--- src/rtl/count_snapshot_fifo.sv ---
// Timestamp FIFO: captures {wrap_tag, count} snapshots of an upstream counter
// and drains them through a valid/ready read port.
module count_snapshot_fifo #(
  parameter int CNT_W      = 4,
  parameter int WRAP_W     = 4,
  parameter int DEPTH_LOG2 = 2
) (
  input  logic                    clk,
  input  logic                    rst,
  input  logic [CNT_W-1:0]        count_in,
  input  logic                    capture,
  input  logic                    rd_ready,
  output logic                    rd_valid,
  output logic [WRAP_W+CNT_W-1:0] rd_data,
  output logic [DEPTH_LOG2:0]     level,
  output logic                    full,
  output logic                    empty,
  output logic                    overflow
);

  localparam int W     = WRAP_W + CNT_W;
  localparam int DEPTH = 1 << DEPTH_LOG2;
  localparam logic [DEPTH_LOG2:0]   LVL_FULL = (DEPTH_LOG2+1)'(DEPTH);
  localparam logic [DEPTH_LOG2:0]   LVL_ONE  = (DEPTH_LOG2+1)'(1);
  localparam logic [DEPTH_LOG2-1:0] PTR_ONE  = DEPTH_LOG2'(1);

  logic [W-1:0]            mem [DEPTH];
  logic [DEPTH_LOG2-1:0]   wr_ptr;
  logic [DEPTH_LOG2-1:0]   rd_ptr;
  logic [WRAP_W-1:0]       wrap_tag;
  logic [WRAP_W-1:0]       tag_eff;
  logic [CNT_W-1:0]        prev_count;
  logic                    wrap;
  logic                    push;
  logic                    pop;
  logic [W-1:0]            word;

  // A decrease in the count means the counter rolled over, whatever its modulus.
  assign wrap    = count_in < prev_count;
  assign tag_eff = wrap_tag + WRAP_W'(wrap);
  assign word    = {tag_eff, count_in};

  assign full     = level == LVL_FULL;
  assign empty    = level == '0;
  assign rd_valid = ~empty;
  assign rd_data  = empty ? '0 : mem[rd_ptr];

  assign pop  = rd_valid & rd_ready;
  assign push = capture & (~full | pop);

  always_ff @(posedge clk) begin
    if (rst) begin
      wr_ptr     <= '0;
      rd_ptr     <= '0;
      level      <= '0;
      overflow   <= 1'b0;
      wrap_tag   <= '0;
      prev_count <= '0;
    end else begin
      prev_count <= count_in;
      if (wrap)
        wrap_tag <= wrap_tag + WRAP_W'(1);
      if (push)
        wr_ptr <= wr_ptr + PTR_ONE;
      if (pop)
        rd_ptr <= rd_ptr + PTR_ONE;
      if (capture & ~push)
        overflow <= 1'b1;
      unique case ({push, pop})
        2'b10:   level <= level + LVL_ONE;
        2'b01:   level <= level - LVL_ONE;
        default: level <= level;
      endcase
    end
  end

  // Storage is left unreset; rd_data masks stale entries while empty.
  always_ff @(posedge clk) begin
    if (!rst && push)
      mem[wr_ptr] <= word;
  end

endmodule
--- config.mk ---
export PLATFORM = sky130hd
export DESIGN_NAME = count_snapshot_fifo
export DESIGN_NICKNAME = d
export VERILOG_FILES = /design/src/rtl/count_snapshot_fifo.sv
export SDC_FILE = /design/constraint.sdc
export NUM_CORES = 1
export LEC_CHECK = 0
export CORE_MARGIN = 4
export CORE_UTILIZATION = 50
export CTS_CLUSTER_DIAMETER = 200
export CTS_CLUSTER_SIZE = 40
export DETAILED_ROUTE_END_ITERATION = 8
export PLACE_DENSITY = 0.71
export RECOVER_POWER = 100
export SYNTH_ARGS = -nofsm -noshare
export SYNTH_HDL_FRONTEND = slang
export SYNTH_SLANG_ARGS = --single-unit
--- constraint.sdc ---
create_clock -name clk -period 7.1 [get_ports clk]
set_clock_uncertainty 0.15 [all_clocks]
set_input_delay 1.42 -clock clk [delete_from_list [all_inputs] [get_ports clk]]
set_output_delay 1.42 -clock clk [all_outputs]
set_load 0.03 [all_outputs]
==> key figures, run 1 <==
Status
  – Status: finished clean

Global route
  – All-layer global routing usage: between 10% and 20%
  – Initial antenna violation count: 0
  – Grt ovf: 0
  – Largest net degree at the start of global routing: 22
  – Vias in the first global route: 1352
  – First-pass GRT wire length: between 6000 and 7000 um

CTS
  – Root buf cell: clkbuf_8
  – Cts bufs inserted: 5
  – Post-CTS setup buffers: 0
  – TritonCTS clock tree: done
  – Worst-path clk slew: around 0.08 ns
  – Worst skew pair latency: roughly 0.3 ns
  – H-tree levels: 2
  – Clock sink total: 50
  – Hold Buf Count CTS: 0
  – Post-CTS sizing: 0
  – Max Buffers Root-to-Sink: 2

Yosys
  – Syn_nets: approximately 180
  – Post-synthesis sequential area ratio: 59.86%
  – Post-synth top cells: 32 x edfxtp_1, 18 x dfxtp_1, 15 x nor2_1
  – Synth cell types: 38
  – Async SR Flop Fraction: 0%
  – Syn avg cell area: 13.54 um2
  – Yosys top cell by area: edfxtp_1
  – Mapped Area: about 2200 um2
  – Cell count after synthesis: around 160
  – Flops & latches, synth: 50
  – Area contributors post-synth: edfxtp_1 44%, dfxtp_1 16%, mux4_2 8.2%, ha_1 5.7%, and2_1 3.4%
  – Most frequent cell after synthesis: edfxtp_1
  – EDFF count, synth: 32
  – Top FF cell, synth: edfxtp_1
  – Synth Warn #: 0
  – Post-synth top area share: roughly 44%

Critical path
  – Slowest-stage cell, CP: dfxtp_1
  – Max Fanout on Critical Path: 8
  – CP Capture Type: output pin
  – Worst R2R Setup Slack: 4.47 ns
  – Crit path DAT: approximately 2.4 ns
  – Critical path required time: 5.53 ns
  – Setup CP Type: flop to output pin
  – Crit start category: flop
  – CP Cell Sequence: mux4_2, and2_1, dlygate4sd3_1
  – CP peak stage delay: 0.69 ns

Power and ir drop
  – Leak: about 0.97 nW
  – Peak VDD IR: roughly 0.13 mV
  – PD cells: about 280 nW/um2

Placed design
  – Final HPWL DP: between 2000 and 3000 um
  – Final RePlAce weighted congestion: 0.7207
  – Port Buffers: 22
  – Placed Area: about 2500 um2

STA
  – Minimum clock period: around 4 ns
  – Final setup fails: 0
  – Final setup TNS: 0 ns
  – Final hold viol count: 0
  – RSZ-0062 raised after global routing: no
  – Final Cycle Share: about 56%
  – Rel. slew slack: a little under half
  – Max Clock Freq: roughly 0.25 GHz
  – Worst-Margin Slew: a little under 0.8 ns
  – Pins Over Slew Limit: 0

Layout
  – Layout cells sized above 1: under 10%
  – Layout Area Growth over Synthesis: 17.01%
  – Final net count: a little over 200
  – Antenna Cells: 0
  – Post-route cell area: between 2000 and 3000 um2

Routing
  – Post-DR wirelength/cell: roughly 17 um
  – Post-route ant nets: 0
  – Routed WL: approximately 3900 um
  – # DRC: 0
  – DRT Pass-1 Iters: 4
  – Vias per std cell: approximately 5.6
  – Vias: ~1300
  – Initial DRC count: about 130

Hold path
  – Hold Path Class: flop to flop

Die
  – Initial core utilization: a little over half
  – Row count: 23
  – Die area: 5541 um2
  – Die width: 74.44 um
  – I/O pin count: 23
  – Chip Height: about 74 um
  – Core box area: 4144 um2

Job
  – Max-cap violations: 0
[area by class of cell]
cell class,instances,area [um2]
Tap cell,50,62.56
Inverter,9,33.78
Clock buffer,5,68.82
Clock inverter,3,63.81
Sequential cell,50,1321
Multi-Input combinational cell,97,812.0
Timing Repair Buffer,22,220.2
Fill cell,322,1562
[through the flow]
stage               power (mW)  cells  worst slack (ns)  hold WS (ns)  util (%)
finish                  0.7273    236             3.114        0.3273     62.32
global route            0.7617    236             2.957        0.3627     62.32
CTS                     0.7441    236             3.130        0.3434     62.59
detailed placement      0.5174    228             3.224        0.3143     59.39
global placement        0.5120    228             3.337        0.3076     59.39
floorplan               0.4573    163             3.804        0.3225         -
[sequential cells by signal, summed over array words and instances (netlist names), named ones only]
| name | count |
|---|---|
| wrap_tag | 4 |
| rd_ptr | 2 |
| overflow | 1 |
| wr_ptr | 2 |
| level | 3 |
| prev_count | 4 |
| mem | 32 |
[worst max-delay path, delay by kind of cell (launching register included)]
family / cells / cell delay, ns
DFF: 1 / 0.69
buffers and inverters: 1 / 0.68
muxes: 1 / 0.58
and+or+nand+nor: 1 / 0.16
[power by group]
group	switching (mW)	internal [mW]	leakage, nW	total [mW]
clock	0.0891	0.139	0.0658	0.228
combinational	0.0865	0.0665	0.463	0.153
sequential	0.0179	0.328	0.443	0.346
total	0.193	0.534	0.972	0.727
[cell usage in the layout (no fill, tap or decap), drive strengths merged, types with 5 or more instances in the layout]
cell type    synthesis  routed
edfxtp              32      32
dlygate4sd3          0      22
dfxtp               18      18
nor2                15      15
and2                12      12
ha                  10      10
inv                  9       9
mux4                 8       8
nand3                6       6
nor2b                6       6
xor2                 5       5
a21oi                5       5
clkbuf               5       5
[worst paths after layout]
path	to	from	depth (start not counted)
setup / recovery	rd_data[5]	flop	3
hold reg to reg	overflow$_SDFFE_PP0P_	overflow$_SDFFE_PP0P_	2
setup reg to reg	level[2]$_SDFFE_PP0P_	level[0]$_SDFFE_PP0P_	7
hold / removal	overflow$_SDFFE_PP0P_	overflow$_SDFFE_PP0P_	2
[metal layers]
layer	part of all wire, %	global-route usage, %	vias to the layer above
li1	-	-	625
met1	42	19.53	653
met2	50	27.12	42
met3	5.4	4.459	6
met4	1.7	5.929	0
met5	0	0	-
[kinds of logic (layout without fill, tap and decap cells)]
| group | Yosys count | count (layout) | share of synthesized area, % |
|---|---|---|---|
| buffers and inverters | 16 | 39 | 2.834 |
| and+or+nand+nor | 51 | 51 | 12.59 |
| adders and majority gates | 11 | 11 | 6.576 |
| DFF | 50 | 50 | 59.86 |
| muxes | 11 | 11 | 9.637 |
| AOI/OAI and AO/OA | 17 | 17 | 5.726 |
| xor gates and xnor gates | 7 | 7 | 2.778 |
(Power assumes the default switching activity.)
==> inputs of run 2 (changes only) <==
--- a/config.mk
+++ b/config.mk
@@ -10,7 +10,7 @@
 export CTS_CLUSTER_DIAMETER = 200
 export CTS_CLUSTER_SIZE = 40
 export DETAILED_ROUTE_END_ITERATION = 8
-export PLACE_DENSITY = 0.71
+export PLACE_DENSITY = 0.74
 export RECOVER_POWER = 100
 export SYNTH_ARGS = -nofsm -noshare
 export SYNTH_HDL_FRONTEND = slang
==> constraint.sdc (replaced) <==
create_clock -name clk -period 3.6 [get_ports clk]
set_clock_uncertainty 0.15 [all_clocks]
set_input_delay 0.72 -clock clk [delete_from_list [all_inputs] [get_ports clk]]
set_output_delay 0.72 -clock clk [all_outputs]
set_load 0.03 [all_outputs]
==> key figures, run 2 (same netlist as run 1, synthesis figures left out) <==
Critical path
  – Max Fanout on Critical Path: 8 (unchanged)
  – Critical path required time: 2.73 ns (was 5.53 ns)
  – Setup CP Type: flop to output pin (unchanged)
  – Crit path DAT: 2.42 ns (about the same)
  – Worst Path Buf+Inv: 1 (unchanged)
  – CP peak stage delay: 0.70 ns (was 0.69 ns)
  – Slowest-stage cell, CP: dfxtp_1 (unchanged)
  – CP Capture Type: output pin (unchanged)
  – CP Cell Sequence: mux4_2, and2_1, dlygate4sd3_1 (unchanged)
  – Crit start category: flop (unchanged)
  – Critical path's top delay family: flip-flops (unchanged)

STA
  – Rel. slew slack: 37.63% (was 47.68%)
  – Final Cycle Share: 91.51%
  – Final hold viol count: 0 (unchanged)
  – Pins Over Slew Limit: 0 (unchanged)
  – Minimum clock period: ~3.3 ns
  – Max Clock Freq: 0.3036 GHz
  – Final setup TNS: 0 ns (unchanged)
  – Worst-Margin Slew: 0.9356 ns (was 0.7821 ns)
  – Hold Slack: 0.3367 ns (was 0.3273 ns)
  – Final setup fails: 0 (unchanged)
  – RSZ-0062 raised after global routing: no (unchanged)

CTS
  – TritonCTS clock tree: done (unchanged)
  – Max Buffers Root-to-Sink: 2 (unchanged)
  – Cts bufs inserted: 5 (unchanged)
  – Worst-path clk slew: 0.08 ns (about the same)
  – Post-CTS setup buffers: 0 (unchanged)
  – Post-CTS sizing: 0 (unchanged)
  – Root buf cell: clkbuf_8 (unchanged)
  – H-tree levels: 2 (unchanged)
  – Clock sink total: 50 (unchanged)
  – Hold Buf Count CTS: 0 (unchanged)
  – Worst skew pair latency: 0.29 ns (was 0.30 ns)

Global route
  – All-layer global routing usage: 15.88% (was 16.01%)
  – Vias in the first global route: 1304 (was 1352)
  – First-pass GRT wire length: 6292 um (was 6499 um)
  – Grt ovf: 0 (unchanged)
  – Initial antenna violation count: 0 (unchanged)
  – Largest net degree at the start of global routing: 22 (unchanged)

Routing
  – Vias: 1289 (was 1326)
  – Vias per std cell: 5.393 (was 5.619)
  – Initial DRC count: 54 (was 126)
  – # DRC: 0 (unchanged)
  – Routed WL: 3825 um (was 3896 um)
  – Post-route ant nets: 0 (unchanged)
  – Post-DR wirelength/cell: 16.00 um (was 16.51 um)
  – DRT Pass-1 Iters: 4 (unchanged)

Die
  – Core box area: 4144 um2 (unchanged)
  – Die width: 74.44 um (unchanged)
  – Chip Height: 74.44 um (unchanged)
  – Initial core utilization: 53.26% (unchanged)
  – Die area: 5541 um2 (unchanged)
  – I/O pin count: 23 (unchanged)
  – Row count: 23 (unchanged)

Layout
  – Post-route cell area: 2554 um2 (was 2582 um2)
  – Most common cell after layout, fill and taps aside: edfxtp_1 (unchanged)
  – Layout cells sized above 1: 9.524% (was 8.602%)
  – Antenna Cells: 0 (unchanged)
  – Layout Area Growth over Synthesis: 15.70% (was 17.01%)
  – Max reg flops: 32 (unchanged)
  – # fillers: 330 (was 322)
  – Commonest cells after routing, fill and taps aside: 32 x edfxtp_1, 20 x dlygate4sd3_1, 18 x dfxtp_1 (was 32 x edfxtp_1, 22 x dlygate4sd3_1, 18 x dfxtp_1)
  – Largest Register: mem (unchanged)
  – Biggest registers after layout: mem (32), prev_count (4), wrap_tag (4) (unchanged)
  – Final net count: 207 (was 204)

Placed design
  – Final HPWL DP: 2716 um (was 2733 um)
  – Final RePlAce weighted congestion: 0.7886 (was 0.7207)
  – Placed Area: 2484 um2 (was 2461 um2)
  – Port Buffers: 22 (unchanged)

Job
  – Max-cap violations: 0 (unchanged)

Power and ir drop
  – Leak: 0.9550 nW (was 0.9715 nW)
  – Peak VDD IR: 0.2754 mV (was 0.1344 mV)
  – PD cells: 506.3 nW/um2 (was 281.6 nW/um2)

Hold path
  – Hold Path Class: flop to flop (unchanged)

Status
  – Status: finished clean (unchanged)
-- run 2: changes by cell type in the layout (fill, tap and decap cells not counted) --
cell / previous run / this run
bufinv_16: 2 / 0
clkbuf_1: 0 / 2
clkdlybuf4s50_1: 0 / 2
dlygate4sd3_1: 22 / 20
buf_4: 0 / 1
clkinv_2: 0 / 1
clkinvlp_4: 0 / 1
o21ai_0: 3 / 2
o21ai_2: 0 / 1
or2_0: 0 / 1
or2_1: 1 / 0
-- run 2: routing by layer --
layer,wire [um],part of all wire (%),global-route usage (%)
met3,135,3.5,5.811
met1,1657,43,18.78
met4,48,1.3,4.348
met5,0,0,0
met2,1984,52,27.32
-- run 2: tightest hold or removal path: cells and delay by family (launching register included) --
family / cells / cell delay [ns]
flops: 1 / 0.34
compound gates: 1 / 0.05
simple gates: 1 / 0.07
-- run 2: layout make-up --
| class | count | area [um2] | area share, % |
|---|---|---|---|
| well taps | 50 | 62.56 | 2.450 |
| inverters | 9 | 33.78 | 1.323 |
| flip-flops and latches | 50 | 1321 | 51.74 |
| clock inverters | 3 | 16.27 | 0.6369 |
| multi-input cells | 97 | 815.8 | 31.95 |
| clock buffers | 5 | 68.82 | 2.695 |
| repair buffers | 25 | 235.2 | 9.211 |
-- run 2: final timing paths --
check,cells past startpoint,slack [ns],from,to
min reg2reg,2,0.34,overflow$_SDFFE_PP0P_,overflow$_SDFFE_PP0P_
max reg2reg,7,0.96,level[0]$_SDFFE_PP0P_,level[2]$_SDFFE_PP0P_
min,2,0.34,overflow$_SDFFE_PP0P_,overflow$_SDFFE_PP0P_
max,3,0.31,flop,rd_data[0]
-- run 2: metrics by stage --
stage / util, % / std cells / worst slack, ns / power [mW]
5_1_grt: 61.62 / 239 / 0.1370 / 1.371
3_5_place_dp: 59.93 / 231 / 0.5285 / 1.026
4_1_cts: 61.99 / 239 / 0.3107 / 1.325
2_1_floorplan: - / 163 / 1.004 / 0.9018
3_3_place_gp: 59.93 / 231 / 0.6152 / 1.008
6_report: 61.62 / 239 / 0.3057 / 1.293
-- run 2: power by group --
part,internal [mW],leakage (nW),switching [mW]
combinational,0.133,0.471,0.173
sequential,0.647,0.443,0.0357
clock,0.133,0.0416,0.172
